==> src/rtl/mag_pkg.sv <==
// Shared types and width helpers for the magnitude scheduler.
package mag_pkg;

    // Default build of the block; instances may override NREQ/W.
    localparam int unsigned NREQ_DEF = 4;
    localparam int unsigned W_DEF    = 8;

    localparam int unsigned ID_W  = (NREQ_DEF < 2) ? 1 : $clog2(NREQ_DEF);
    localparam int unsigned ACC_W = 2 * W_DEF + 1;
    localparam int unsigned RES_W = W_DEF + 1;

    typedef enum logic [2:0] {
        StIdle,
        StSqx,
        StSqy,
        StRoot,
        StResp
    } state_e;

    // Requester-index width, kept >= 1 so the id bus never collapses.
    function automatic int unsigned id_width(input int unsigned n);
        return (n < 2) ? 1 : $clog2(n);
    endfunction

endpackage

==> src/rtl/mag_if.sv <==
// Requester and result handshake bundle for the magnitude scheduler.
interface mag_if
    import mag_pkg::*;
#(
    parameter int unsigned NREQ = 4,
    parameter int unsigned W    = 8
);

    logic [NREQ-1:0]             req_valid;
    logic [NREQ-1:0]             req_ready;
    logic [NREQ*W-1:0]           req_x;
    logic [NREQ*W-1:0]           req_y;
    logic                        rsp_valid;
    logic                        rsp_ready;
    logic [id_width(NREQ)-1:0]   rsp_id;
    logic [W:0]                  rsp_mag;

    // Requester side plus the downstream result consumer.
    modport master (
        output req_valid, req_x, req_y, rsp_ready,
        input  req_ready, rsp_valid, rsp_id, rsp_mag
    );

    // Scheduler side.
    modport slave (
        input  req_valid, req_x, req_y, rsp_ready,
        output req_ready, rsp_valid, rsp_id, rsp_mag
    );

endinterface

==> src/rtl/rr_arbiter.sv <==
// Combinational round-robin pick: first requester at or above ptr_i, wrapping.
module rr_arbiter
    import mag_pkg::*;
#(
    parameter int unsigned NREQ = 4,
    localparam int unsigned IdW = id_width(NREQ)
) (
    input  logic [NREQ-1:0] req_i,
    input  logic [IdW-1:0]  ptr_i,
    input  logic            en_i,
    output logic [NREQ-1:0] grant_o,
    output logic [IdW-1:0]  idx_o
);

    logic           found;
    logic [IdW-1:0] cand;

    // Scan NREQ candidates starting at the pointer; the first valid one wins.
    always_comb begin
        grant_o = '0;
        idx_o   = '0;
        found   = 1'b0;
        cand    = '0;
        for (int unsigned k = 0; k < NREQ; k++) begin
            cand = IdW'((32'(ptr_i) + k) % NREQ);
            if (en_i && !found && req_i[cand]) begin
                grant_o[cand] = 1'b1;
                idx_o         = cand;
                found         = 1'b1;
            end
        end
    end

endmodule

==> src/rtl/mag_scheduler.sv <==
// Round-robin front end sharing one iterative sqrt(x^2 + y^2) engine.
module mag_scheduler
    import mag_pkg::*;
#(
    parameter int unsigned NREQ = 4,
    parameter int unsigned W    = 8
) (
    input  logic clk,
    input  logic rst,
    input  logic ena,
    mag_if.slave mag_bus,
    output logic busy
);

    localparam int unsigned IdW  = id_width(NREQ);
    localparam int unsigned AccW = 2 * W + 1;
    localparam int unsigned ResW = W + 1;
    localparam int unsigned MulW = 2 * ResW;
    localparam int unsigned NW   = $clog2(W + 1);

    state_e state_q, state_d;

    logic [W-1:0]    x_q, x_d;
    logic [W-1:0]    y_q, y_d;
    logic [IdW-1:0]  id_q, id_d;
    logic [IdW-1:0]  ptr_q, ptr_d;
    logic [AccW-1:0] acc_q, acc_d;
    logic [ResW-1:0] root_q, root_d;
    logic [NW-1:0]   n_q, n_d;
    logic [ResW-1:0] rsp_mag_q, rsp_mag_d;
    logic [IdW-1:0]  rsp_id_q, rsp_id_d;

    logic            arb_en;
    logic [NREQ-1:0] grant;
    logic [IdW-1:0]  grant_idx;
    logic            grant_any;
    logic [ResW-1:0] trial;
    logic [ResW-1:0] mul_op;
    logic [MulW-1:0] prod;

    rr_arbiter #(
        .NREQ (NREQ)
    ) u_arb (
        .req_i   (mag_bus.req_valid),
        .ptr_i   (ptr_q),
        .en_i    (arb_en),
        .grant_o (grant),
        .idx_o   (grant_idx)
    );

    assign grant_any = |grant;
    assign trial     = root_q | (ResW'(1) << n_q);

    // Single shared squarer: operand chosen by the step being executed.
    always_comb begin
        mul_op = '0;
        unique case (state_q)
            StSqx:   mul_op = {1'b0, x_q};
            StSqy:   mul_op = {1'b0, y_q};
            StRoot:  mul_op = trial;
            default: mul_op = '0;
        endcase
        prod = MulW'(mul_op) * MulW'(mul_op);
    end

    // State register.
    always_ff @(posedge clk) begin
        if (rst) begin
            state_q <= StIdle;
        end else begin
            state_q <= state_d;
        end
    end

    // Next-state: everything stalls on !ena except draining a finished result.
    always_comb begin
        state_d = state_q;
        unique case (state_q)
            StIdle:  if (ena && grant_any) state_d = StSqx;
            StSqx:   if (ena) state_d = StSqy;
            StSqy:   if (ena) state_d = StRoot;
            StRoot:  if (ena && (n_q == '0)) state_d = StResp;
            StResp:  if (mag_bus.rsp_ready) state_d = StIdle;
            default: state_d = StIdle;
        endcase
    end

    // Outputs decoded from the current state.
    always_comb begin
        busy              = (state_q != StIdle);
        arb_en            = ena && (state_q == StIdle);
        mag_bus.req_ready = grant;
        mag_bus.rsp_valid = (state_q == StResp);
        mag_bus.rsp_mag   = rsp_mag_q;
        mag_bus.rsp_id    = rsp_id_q;
    end

    // Datapath next-state: capture, square/accumulate, then one root bit per cycle.
    always_comb begin
        x_d       = x_q;
        y_d       = y_q;
        id_d      = id_q;
        ptr_d     = ptr_q;
        acc_d     = acc_q;
        root_d    = root_q;
        n_d       = n_q;
        rsp_mag_d = rsp_mag_q;
        rsp_id_d  = rsp_id_q;
        if (ena) begin
            case (state_q)
                StIdle: begin
                    if (grant_any) begin
                        x_d   = mag_bus.req_x[grant_idx*W +: W];
                        y_d   = mag_bus.req_y[grant_idx*W +: W];
                        id_d  = grant_idx;
                        ptr_d = (grant_idx == IdW'(NREQ - 1)) ? '0 : grant_idx + IdW'(1);
                    end
                end
                StSqx: acc_d = AccW'(prod);
                StSqy: begin
                    acc_d  = acc_q + AccW'(prod);
                    root_d = '0;
                    n_d    = NW'(W);
                end
                StRoot: begin
                    if (prod <= MulW'(acc_q)) root_d = trial;
                    if (n_q == '0) begin
                        rsp_mag_d = root_d;
                        rsp_id_d  = id_q;
                    end else begin
                        n_d = n_q - NW'(1);
                    end
                end
                default: ;
            endcase
        end
    end

    // Datapath registers; reset drops any calculation in flight.
    always_ff @(posedge clk) begin
        if (rst) begin
            x_q       <= '0;
            y_q       <= '0;
            id_q      <= '0;
            ptr_q     <= '0;
            acc_q     <= '0;
            root_q    <= '0;
            n_q       <= '0;
            rsp_mag_q <= '0;
            rsp_id_q  <= '0;
        end else begin
            x_q       <= x_d;
            y_q       <= y_d;
            id_q      <= id_d;
            ptr_q     <= ptr_d;
            acc_q     <= acc_d;
            root_q    <= root_d;
            n_q       <= n_d;
            rsp_mag_q <= rsp_mag_d;
            rsp_id_q  <= rsp_id_d;
        end
    end

endmodule

==> src/flat_wrapper.sv <==
// flat-port wrapper written by rule: the top's interface ports become plain ports
module mag_scheduler_flat import mag_pkg::*;
#(
    parameter int unsigned NREQ = 4,
    parameter int unsigned W    = 8
)
  (clk, rst, ena, busy, mag_bus_req_valid, mag_bus_req_x, mag_bus_req_y, mag_bus_rsp_ready, mag_bus_req_ready, mag_bus_rsp_valid, mag_bus_rsp_id, mag_bus_rsp_mag);
  mag_if #(.NREQ(NREQ), .W(W)) mag_bus_i ();
  input  logic clk;
  input  logic rst;
  input  logic ena;
  output logic busy;
  input wire logic [$bits(mag_bus_i.req_valid)-1:0] mag_bus_req_valid;
  input wire logic [$bits(mag_bus_i.req_x)-1:0] mag_bus_req_x;
  input wire logic [$bits(mag_bus_i.req_y)-1:0] mag_bus_req_y;
  input wire logic [$bits(mag_bus_i.rsp_ready)-1:0] mag_bus_rsp_ready;
  output wire logic [$bits(mag_bus_i.req_ready)-1:0] mag_bus_req_ready;
  output wire logic [$bits(mag_bus_i.rsp_valid)-1:0] mag_bus_rsp_valid;
  output wire logic [$bits(mag_bus_i.rsp_id)-1:0] mag_bus_rsp_id;
  output wire logic [$bits(mag_bus_i.rsp_mag)-1:0] mag_bus_rsp_mag;
  assign mag_bus_i.req_valid = mag_bus_req_valid;
  assign mag_bus_i.req_x = mag_bus_req_x;
  assign mag_bus_i.req_y = mag_bus_req_y;
  assign mag_bus_i.rsp_ready = mag_bus_rsp_ready;
  assign mag_bus_req_ready = mag_bus_i.req_ready;
  assign mag_bus_rsp_valid = mag_bus_i.rsp_valid;
  assign mag_bus_rsp_id = mag_bus_i.rsp_id;
  assign mag_bus_rsp_mag = mag_bus_i.rsp_mag;
  mag_scheduler #(.NREQ(NREQ), .W(W)) u_core (.clk(clk), .rst(rst), .ena(ena), .mag_bus(mag_bus_i), .busy(busy));
endmodule
==> config.mk <==
export PLATFORM = sky130hd
export DESIGN_NAME = mag_scheduler_flat
export DESIGN_NICKNAME = d
export VERILOG_FILES = /design/src/rtl/mag_pkg.sv /design/src/rtl/mag_if.sv /design/src/rtl/rr_arbiter.sv /design/src/rtl/mag_scheduler.sv /design/src/flat_wrapper.sv
export SDC_FILE = /design/constraint.sdc
export NUM_CORES = 1
export LEC_CHECK = 0
export ABC_AREA = 1
export ABC_CLOCK_PERIOD_IN_PS = 18940
export BUFFER_PORTS_ARGS = -buffer_cell sky130_fd_sc_hd__clkbuf_2
export CORE_MARGIN = 1
export CORE_UTILIZATION = 58
export CTS_BUF_LIST = sky130_fd_sc_hd__clkbuf_4 sky130_fd_sc_hd__clkbuf_8
export CTS_CLUSTER_SIZE = 30
export DETAILED_ROUTE_END_ITERATION = 10
export GPL_TIMING_DRIVEN = 0
export PLACE_DENSITY_LB_ADDON = 0.08
export SYNTH_ARGS = -nofsm -noshare
export SYNTH_HDL_FRONTEND = slang
export SYNTH_SLANG_ARGS = --single-unit
==> constraint.sdc <==
create_clock -name clk -period 18.94 [get_ports clk]
set_input_delay 0.947 -clock clk [delete_from_list [all_inputs] [get_ports clk]]
set_output_delay 0.947 -clock clk [all_outputs]
set_load 0.01 [all_outputs]
# Word-level counts from Yosys, hierarchy flattened
# Index checks and enable logic that the tools add are counted.
# totals
register_bits	64
inputBits	72
out_inout_bits	17
wordCells	113
# op_classes
addsub	6
mul	1
order_cmp	9
n_eq_ne	11
shift	3
muxes	40
bitwise_logic	4
n_reduce_logical	29
# op_table
cell	n
32-bit by 6-bit indexed part select with 8-bit output	2
17-bit one-hot mux with 2 select lines	1
9-bit one-hot mux with 3 select lines	1
4-bit two-way mux	5
18-bit by 17-bit <= comparator with 1-bit output	1
9-bit by 9-bit multiplier with 18-bit output	1
9-bit one-hot mux with 2 select lines	1
17-bit adder	1
3-bit two-way mux	5
3-bit one-hot mux with 5 select lines	1
1-bit logical AND	14
2-bit by 3-bit less-than comparator with 1-bit output (second input constant)	4
4-bit OR	3
1-bit two-way mux	11
2-bit two-way mux	5
9-bit two-way mux	1
9-bit OR	1
3-bit AND reduction	3
1-bit by 4-bit left shift with 9-bit output (first input constant)	1
1-bit binary-select mux with 2-bit select	4
1-bit demux with 2-bit select	4
2-bit by 1-bit >= comparator with 1-bit output (second input constant)	4
2-bit != test (second input constant)	4
4-bit one-hot mux with 2 select lines	1
other kinds (16)	24

# Logic depth before layout (Yosys ltp)
# Gate-level depths: netlist (run 1).
# depth
ltp_word	20
mapped_depth	37
mapped_depth_nobuf	36

# Cells and area by module
# From an unflattened synthesis (run 1), not the netlist that was laid out.
# hier_totals
cells_unflattened	1061
area_unflattened_um2	7125.6
# modules_own_cells
module	n_inst	cells_each	area_per_inst_um2	seq_area_each_um2
mag_scheduler	1	979	6620.1	1281.2
rr_arbiter	1	82	505.5	0.0

# Least setup slack after synthesis (run 1)
# OpenSTA, ideal clock, no wires.
# synth_path
path_kind	register -> register
startpoint	register u_core.n_q[0]
endpoint	register u_core.rsp_mag_q[8] (netlist: u_core.mag_bus.rsp_mag[8])
setup_time_ns	0.070
arrival_time_ns	6.284
t_required_ns	18.870
setup_slack_ns	12.586
stages_incl_launch_ff	35
n_path_buf	1
synth_period_minus_slack_ns	6.354
cell_sequence	dfxtp_1 inv_1 ha_1 a21oi_1 nor2_1 a221oi_2 inv_1 nand2_1 fa_1 fa_1 inv_1 fa_1 inv_1 fa_1 inv_1 ha_1 nand2_1 inv_1 nand3_1 nand2_1 inv_1 o21bai_1 or2_2 nand2_1 inv_1 ha_1 clkbuf_1 nand2_1 nor2_1 nand3_1 nor4_1 nand4_2 nand3_1 nand2_1 a21oi_1
# synth_via
elab_chain_cells	6
elab_cells_between_ends	8
cone_classes	mul: 1; order compare: 1; shift: 1; mux: 2; bitwise: 1; reduce/logical: 2
# synth_rtl
item	line	rtl
from (decl)	mag_scheduler.sv:29	logic [NW-1:0] n_q, n_d;
from (signal assigned)	mag_scheduler.sv:158	n_q <= n_d;
1-bit by 4-bit left shift with 9-bit output	mag_scheduler.sv:52	assign trial = root_q | (ResW'(1) << n_q);
9-bit OR	mag_scheduler.sv:52	
9-bit one-hot mux with 3 select lines	mag_scheduler.sv:57	unique case (state_q)
9-bit by 9-bit multiplier with 18-bit output	mag_scheduler.sv:63	prod = MulW'(mul_op) * MulW'(mul_op);
18-bit by 17-bit <= comparator with 1-bit output	mag_scheduler.sv:126	if (prod <= MulW'(acc_q)) root_d = trial;
9-bit two-way mux	mag_scheduler.sv:126	
to (signal assigned)	mag_scheduler.sv:159	rsp_mag_q <= rsp_mag_d;
to (decl)	mag_scheduler.sv:30	logic [ResW-1:0] rsp_mag_q, rsp_mag_d;
# Several ways; a longest one is shown, not always the timed one.
# A chain may end at the register's enable or synchronous reset.

# Final worst setup path (run 1)
# layout_path
startpoint	register u_core.n_q[0]
endpoint	register u_core.rsp_mag_q[3] (netlist: u_core.mag_bus.rsp_mag[3])
# Same word-level chain as after synthesis.

==> metrics, run 1 <==
Mapped Cells 1,130; Max clock buf depth 2; vias in the first global route ~6,700; clock slew at reported path FFs 90 ps; CP Launch Type flop; Async SR Flop Fraction 0; ratio of cells with drive above 1 in the final layout 0.125; diode count 0; synthesized cell area 7330 sq um; Top Layer Used met4; critical path's most frequent cell inv_1; CTS tree done; syn_area_per_cell 6.48 sq um; r2r startpoint u_core.n_q[0]; Crit path largest cell delay 720 ps; total negative slack 0 ps; initial DRC count 499; largest net degree at the start of global routing 14; most frequent cells in the layout nand2_1 (249), inv_1 (202), nor2_1 (134), clkbuf_2 (88), ha_1 (78); Filler cells between 1,000 and 1,500; Post-Place Worst Slack around 11,000 ps; post-layout min period around 7800 ps; Die X 114 um; Placed Instances 1,386; slowest CP cell a221oi_2; Syn. warnings 0; htree depth 3; HP Class flop to flop; met1 wire length 8060 um; commonest non-fill, non-tap cell in the layout nand2_1; run status finished clean; Final Hold Viols 0; CP arrival 8080 ps; wire length per cell 12.8 um; max cap viols 0; clock root buffer clkbuf_8; GRT overflow 0; initial antenna violation count 0; GP Congestion between 0.9 and 1; critical setup path kind flop to flop; Setup Skew 13.2 ps; Detail Route Antenna Nets 0; CP Data Required Time ~19,000 ps; CORE AREA 12,200 sq um; Die H 114 um; Critical Path Fanout Max 9; Final period util 0.411; Seq cells post-synth 64; vias post-DR 7,238; ys flop type dfxtp_1; GRT Total Usage 0.295; Met3 Wirelength 905 um; Hold WS 496 ps; Rows 40; WL final 18,000 um; NumNets Final 1,414; pwr dens 103 nW/um^2; Hold Crit Start u_core.acc_q[15]; relative slew slack 0.303; Die Footprint 13,100 sq um; final count of pins violating max slew 0; Layout area overhead 11.6%; peak supply drop between 80 and 90 uV; Critical Path End Type flop; Final setup viols 0; post-CTS sizing 0; total power 0.842 mW; CTS hold repair buffers 0; first-pass GRT wire length 30,600 um; Vias/cell 5.16; total CTS buffers 9; highest clock rate 129 MHz; DP Area 7980 sq um; syn_nets 1,315; Worst setup startpoint u_core.n_q[0]; Port Buffers 88; Detailed Place HPWL 14,600 um; count of cell types in the netlist 44; Pre-antenna DRT Iters 5; Post-synth EDFFs 0; Setup Fix Bufs, Post-CTS 0; Non-Filler Instances 1,402; Clock Sinks 64; fin area 8180 sq um; sequential area share after synthesis 0.175; leakage power 4.54 nW; setup ws final about 11,000 ps; RSZ-0062 raised after global routing no; clk_lat worst skew 370 ps; Starting Density 0.602; number of I/O pins 89; drt drc 0; met2 wire len 8590 um; Slew @ Worst Pin 1050 ps; final core utilization 0.673
[critical path: cells and delay by family, from the launching register on]
kind	cells	cell delay, ps
buffers and inverters	9	1040
AND/OR/NAND/NOR	12	2030
AO/OA/AOI/OAI	6	1470
flip-flops	1	390
adder cells (fa/ha/maj)	7	2800
[flip-flops by register name, indices dropped and copies added, names as in the netlist]
register / cells
u_core.state_q: 3
u_core.mag_bus.rsp_mag: 9
u_core.id_q: 2
u_core.root_q: 9
u_core.x_q: 8
u_core.acc_q: 17
u_core.ptr_q: 2
u_core.n_q: 4
u_core.mag_bus.rsp_id: 2
u_core.y_q: 8
[Yosys cell counts, drive strengths merged, types with 2 or more instances]
| master | count | area share |
|---|---|---|
| o21a | 2 | 0.0020 |
| or2 | 20 | 0.017 |
| nor4 | 3 | 0.0026 |
| nor2 | 142 | 0.078 |
| a211oi | 4 | 0.0041 |
| clkbuf | 13 | 0.0067 |
| a21oi | 71 | 0.048 |
| buf | 16 | 0.018 |
| nand2 | 258 | 0.14 |
| dfxtp | 64 | 0.17 |
| nand3 | 76 | 0.052 |
| nand4 | 8 | 0.0077 |
| xnor2 | 9 | 0.011 |
| a31oi | 5 | 0.0043 |
| ha | 78 | 0.13 |
| a221oi | 12 | 0.019 |
| fa | 35 | 0.096 |
| inv | 207 | 0.11 |
| o21ai | 77 | 0.054 |
| nor3 | 8 | 0.0055 |
| o211ai | 2 | 0.0020 |
| a21o | 4 | 0.0041 |
| xor2 | 9 | 0.011 |
[final timing paths]
kind / end / slack (ps) / cells after the start
min: u_core.acc_q[15] / 500 / 2
max: u_core.mag_bus.rsp_mag[3] / 11160 / 34
max reg2reg: u_core.mag_bus.rsp_mag[3] / 11160 / 34
min reg2reg: u_core.acc_q[15] / 500 / 2
[power breakdown]
group | switching, mW | leakage, nW | internal (mW)
sequential | 0.0224 | 0.523 | 0.163
clock | 0.0631 | 0.0885 | 0.0616
combinational | 0.347 | 3.93 | 0.184
total | 0.433 | 4.54 | 0.409
[routing by layer]
layer | GRT usage | vias up
li1 | - | 3764
met1 | 0.370 | 3225
met2 | 0.522 | 211
met3 | 0.0439 | 38
met4 | 0.0883 | 0
met5 | 0 | -
[area by class of cell]
class / instances / area (sq um) / share of cell area
Inverter: 208 / 785 / 0.0959
Clock inverter: 7 / 77.6 / 0.00948
Timing Repair Buffer: 88 / 440 / 0.0538
Sequential cell: 64 / 1280 / 0.157
Tap cell: 168 / 210 / 0.0257
Multi-Input combinational cell: 829 / 5080 / 0.621
Clock buffer: 9 / 124 / 0.0151
Buffer: 29 / 180 / 0.0220
[kinds of logic (layout without fill, tap and decap cells)]
kind of cell,Yosys count,in the layout,share of synthesized area
and+or+nand+nor,517,517,0.300
buffers and inverters,237,341,0.132
DFF,64,64,0.175
AOI/OAI and AO/OA,181,181,0.143
xor gates and xnor gates,18,18,0.0215
adders and majority gates,113,113,0.229
Note: power is estimated with default switching activity, not from simulation.
==> inputs of run 2 (changes only) <==
Settings changed: ABC_AREA 1 to 0, ABC_CLOCK_PERIOD_IN_PS 18940 to 7900.
Clock period 18.94 ns to 7.9 ns, I/O delays scaled along.
==> run 2 against run 1 <==
First-iteration DRC count is 20% lower. Largest cell class unchanged. Critical path depth is 6 lower. Combinational power is 130% higher. Via count is 8.9% lower. Wire length is 1.9% higher. Worst hold slack worse by 180 ps. Largest power group unchanged. Sequential cell count stayed put.
==> metrics, run 2 <==
Mapped Cells 894; vias post-DR 6,596; Filler cells 1,063; CP Data Required Time a little over 8000 ps; drt drc 0; Die Footprint 12,600 sq um; Critical Path End Type flop; Clock Sinks 64; multi-input logic area 5250 sq um; Rows 39; met1 Track Usage GR 0.379; slowest CP cell fa_1; total CTS buffers 9; leakage power 3.94 nW; sequential area share after synthesis 0.181; Final Hold Viols 0; Starting Density 0.606; relative slew slack 0.375; WL final approximately 18,000 um; Max clock buf depth 2; Largest register FFs 17; final count of pins violating max slew 0; first-pass GRT wire length around 30,000 um; htree depth 3; initial DRC count 400; syn_nets about 1,100; Vias/cell 5.78; Yosys top cell area share 0.181; clock slew at reported path FFs about 80 ps; global route hottest layer met2; syn_area_per_cell approximately 7.9 sq um; Port Buffers 86; most frequent cells in the layout inv_1 (115), nand2_1 (96), clkbuf_2 (91), ha_1 (77), nor2_1 (75); diode count 0; GRT overflow 0; R2R setup slack 320 ps; HP Class primary input to flop; pwr dens 235 nW/um^2; ys flop type dfxtp_1; ratio of cells with drive above 1 in the final layout 0.169; Syn. warnings 0; Placed Instances 1,123; commonest cells in the netlist inv_1 (118), nand2_1 (97), ha_1 (78), nor2_1 (78), dfxtp_1 (64); Async SR Flop Fraction 0; CTS tree done; total power 1.88 mW; synthesized cell area slightly above 7000 sq um; Die X about 110 um; initial antenna violation count 0; vias in the first global route 6,306; max cap viols 0; Worst Hold End u_core.state_q[2]; highest clock rate 132 MHz; count of cell types in the netlist 69; run status finished clean; NumNets Final 1,179; met3 Usage GRT 0.0454; wire length per cell 16.1 um; Seq cells post-synth 64; Final period util 0.959; worst r2r path cells 28; peak supply drop 184 uV; dominant cells by area after synthesis dfxtp_1 (18%), ha_1 (14%), fa_1 (9.9%); Die H 112 um; top-count cell post-synth inv_1; GRT Total Usage 0.297; Detailed Place HPWL 14,400 um; post-layout min period 7580 ps; Crit path largest cell delay 540 ps; Setup Skew 11.4 ps; Non-Filler Instances 1,141; register area 1280 sq um; Slew @ Worst Pin 929 ps; CTS hold repair buffers 0; r2r startpoint u_core.state_q[1]; CP Launch Type flop; Detail Route Antenna Nets 0; GP Congestion around 0.94; Pre-antenna DRT Iters 5; number of I/O pins 89; met2 Usage GRT 0.521; Largest Register u_core.acc_q; commonest non-fill, non-tap cell in the layout inv_1; clock root buffer clkbuf_8; Final setup viols 0; critical setup path kind flop to flop; Hold Crit Start mag_bus_rsp_ready; CP arrival 7830 ps; worst hold path stage count 3; reg-to-reg endpoint u_core.root_q[1]; critical path's most frequent cell fa_1; clk_lat worst skew around 360 ps; Layout area overhead 12.9%; largest net degree at the start of global routing 12; area leader, netlist dfxtp_1; Critical Path Fanout Max 10; CORE AREA 11,700 sq um; Post-synth EDFFs 0
[run 2: report_power, final]
group          internal (mW)  total [mW]  switching, mW
Sequential             0.383       0.425         0.0412
Combinational          0.490        1.20          0.708
Clock                  0.115       0.257          0.141
[run 2: how the worst max path moves through the flow]
stage / from / end / slack [ps] / depth (start not counted)
finish: u_core.state_q[1] / u_core.root_q[1] / 320 / 28
global route: u_core.state_q[1] / u_core.root_q[1] / -20 / 27
CTS: u_core.state_q[1] / u_core.root_q[1] / 10 / 28
detailed placement: u_core.state_q[1] / u_core.root_q[1] / -810 / 28
global placement: u_core.state_q[1] / u_core.root_q[1] / -730 / 28
floorplan: u_core.state_q[1] / u_core.root_q[1] / 750 / 28
[run 2: metal layers]
metal | share of wire | up-vias
li1 | - | 3306
met1 | 0.45 | 3069
met2 | 0.49 | 197
met3 | 0.050 | 24
met4 | 0.018 | 0
met5 | 0 | -
[run 2: logic make-up (layout without fill, tap and decap cells)]
group,after synthesis,count (layout),share of synthesized area
and+or+nand+nor,283,283,0.190
AOI/OAI and AO/OA,207,207,0.204
buffers and inverters,159,263,0.0892
muxes,43,43,0.0680
adders and majority gates,113,113,0.237
DFF,64,64,0.181
xor gates and xnor gates,25,25,0.0310
[run 2: cell type report]
| type | instances | area share |
|---|---|---|
| tap | 143 | 0.0224 |
| sequential | 64 | 0.161 |
| clock inverter | 5 | 0.00439 |
| multi-input combinational | 671 | 0.658 |
| clock buffer | 10 | 0.0165 |
| buffer | 38 | 0.0237 |
| inverter | 119 | 0.0560 |
| timing repair buffer | 91 | 0.0586 |
[run 2: timing repair]
item	CTS	global route
pin swaps	1	2
gates resized for setup	13	29
cloned	0	0
endpoints found under the setup margin	13	14
setup buffers	0	5
[run 2: worst max-delay path, delay by kind of cell, from the launching register on]
kind	cells	cell delay, ps
adders and majority gates	6	2890
and+or+nand+nor	6	980
AOI/OAI and AO/OA	8	1730
buffers and inverters	7	1270
DFF	1	420
xor gates and xnor gates	1	170
[run 2: through the flow]
stage | instance area [sq um] | util | hold slack (ps) | setup TNS (ps) | setup WS [ps]
finish | 7980 | 0.684 | 312 | 0 | 322
global route | 7980 | 0.684 | 328 | -28.9 | -25.0
CTS | 7890 | 0.676 | 303 | 0 | 11.6
detailed placement | 7680 | 0.659 | 442 | -8710 | -812
global placement | 7680 | 0.658 | 433 | -8030 | -726
floorplan | 7070 | - | 425 | 0 | 746
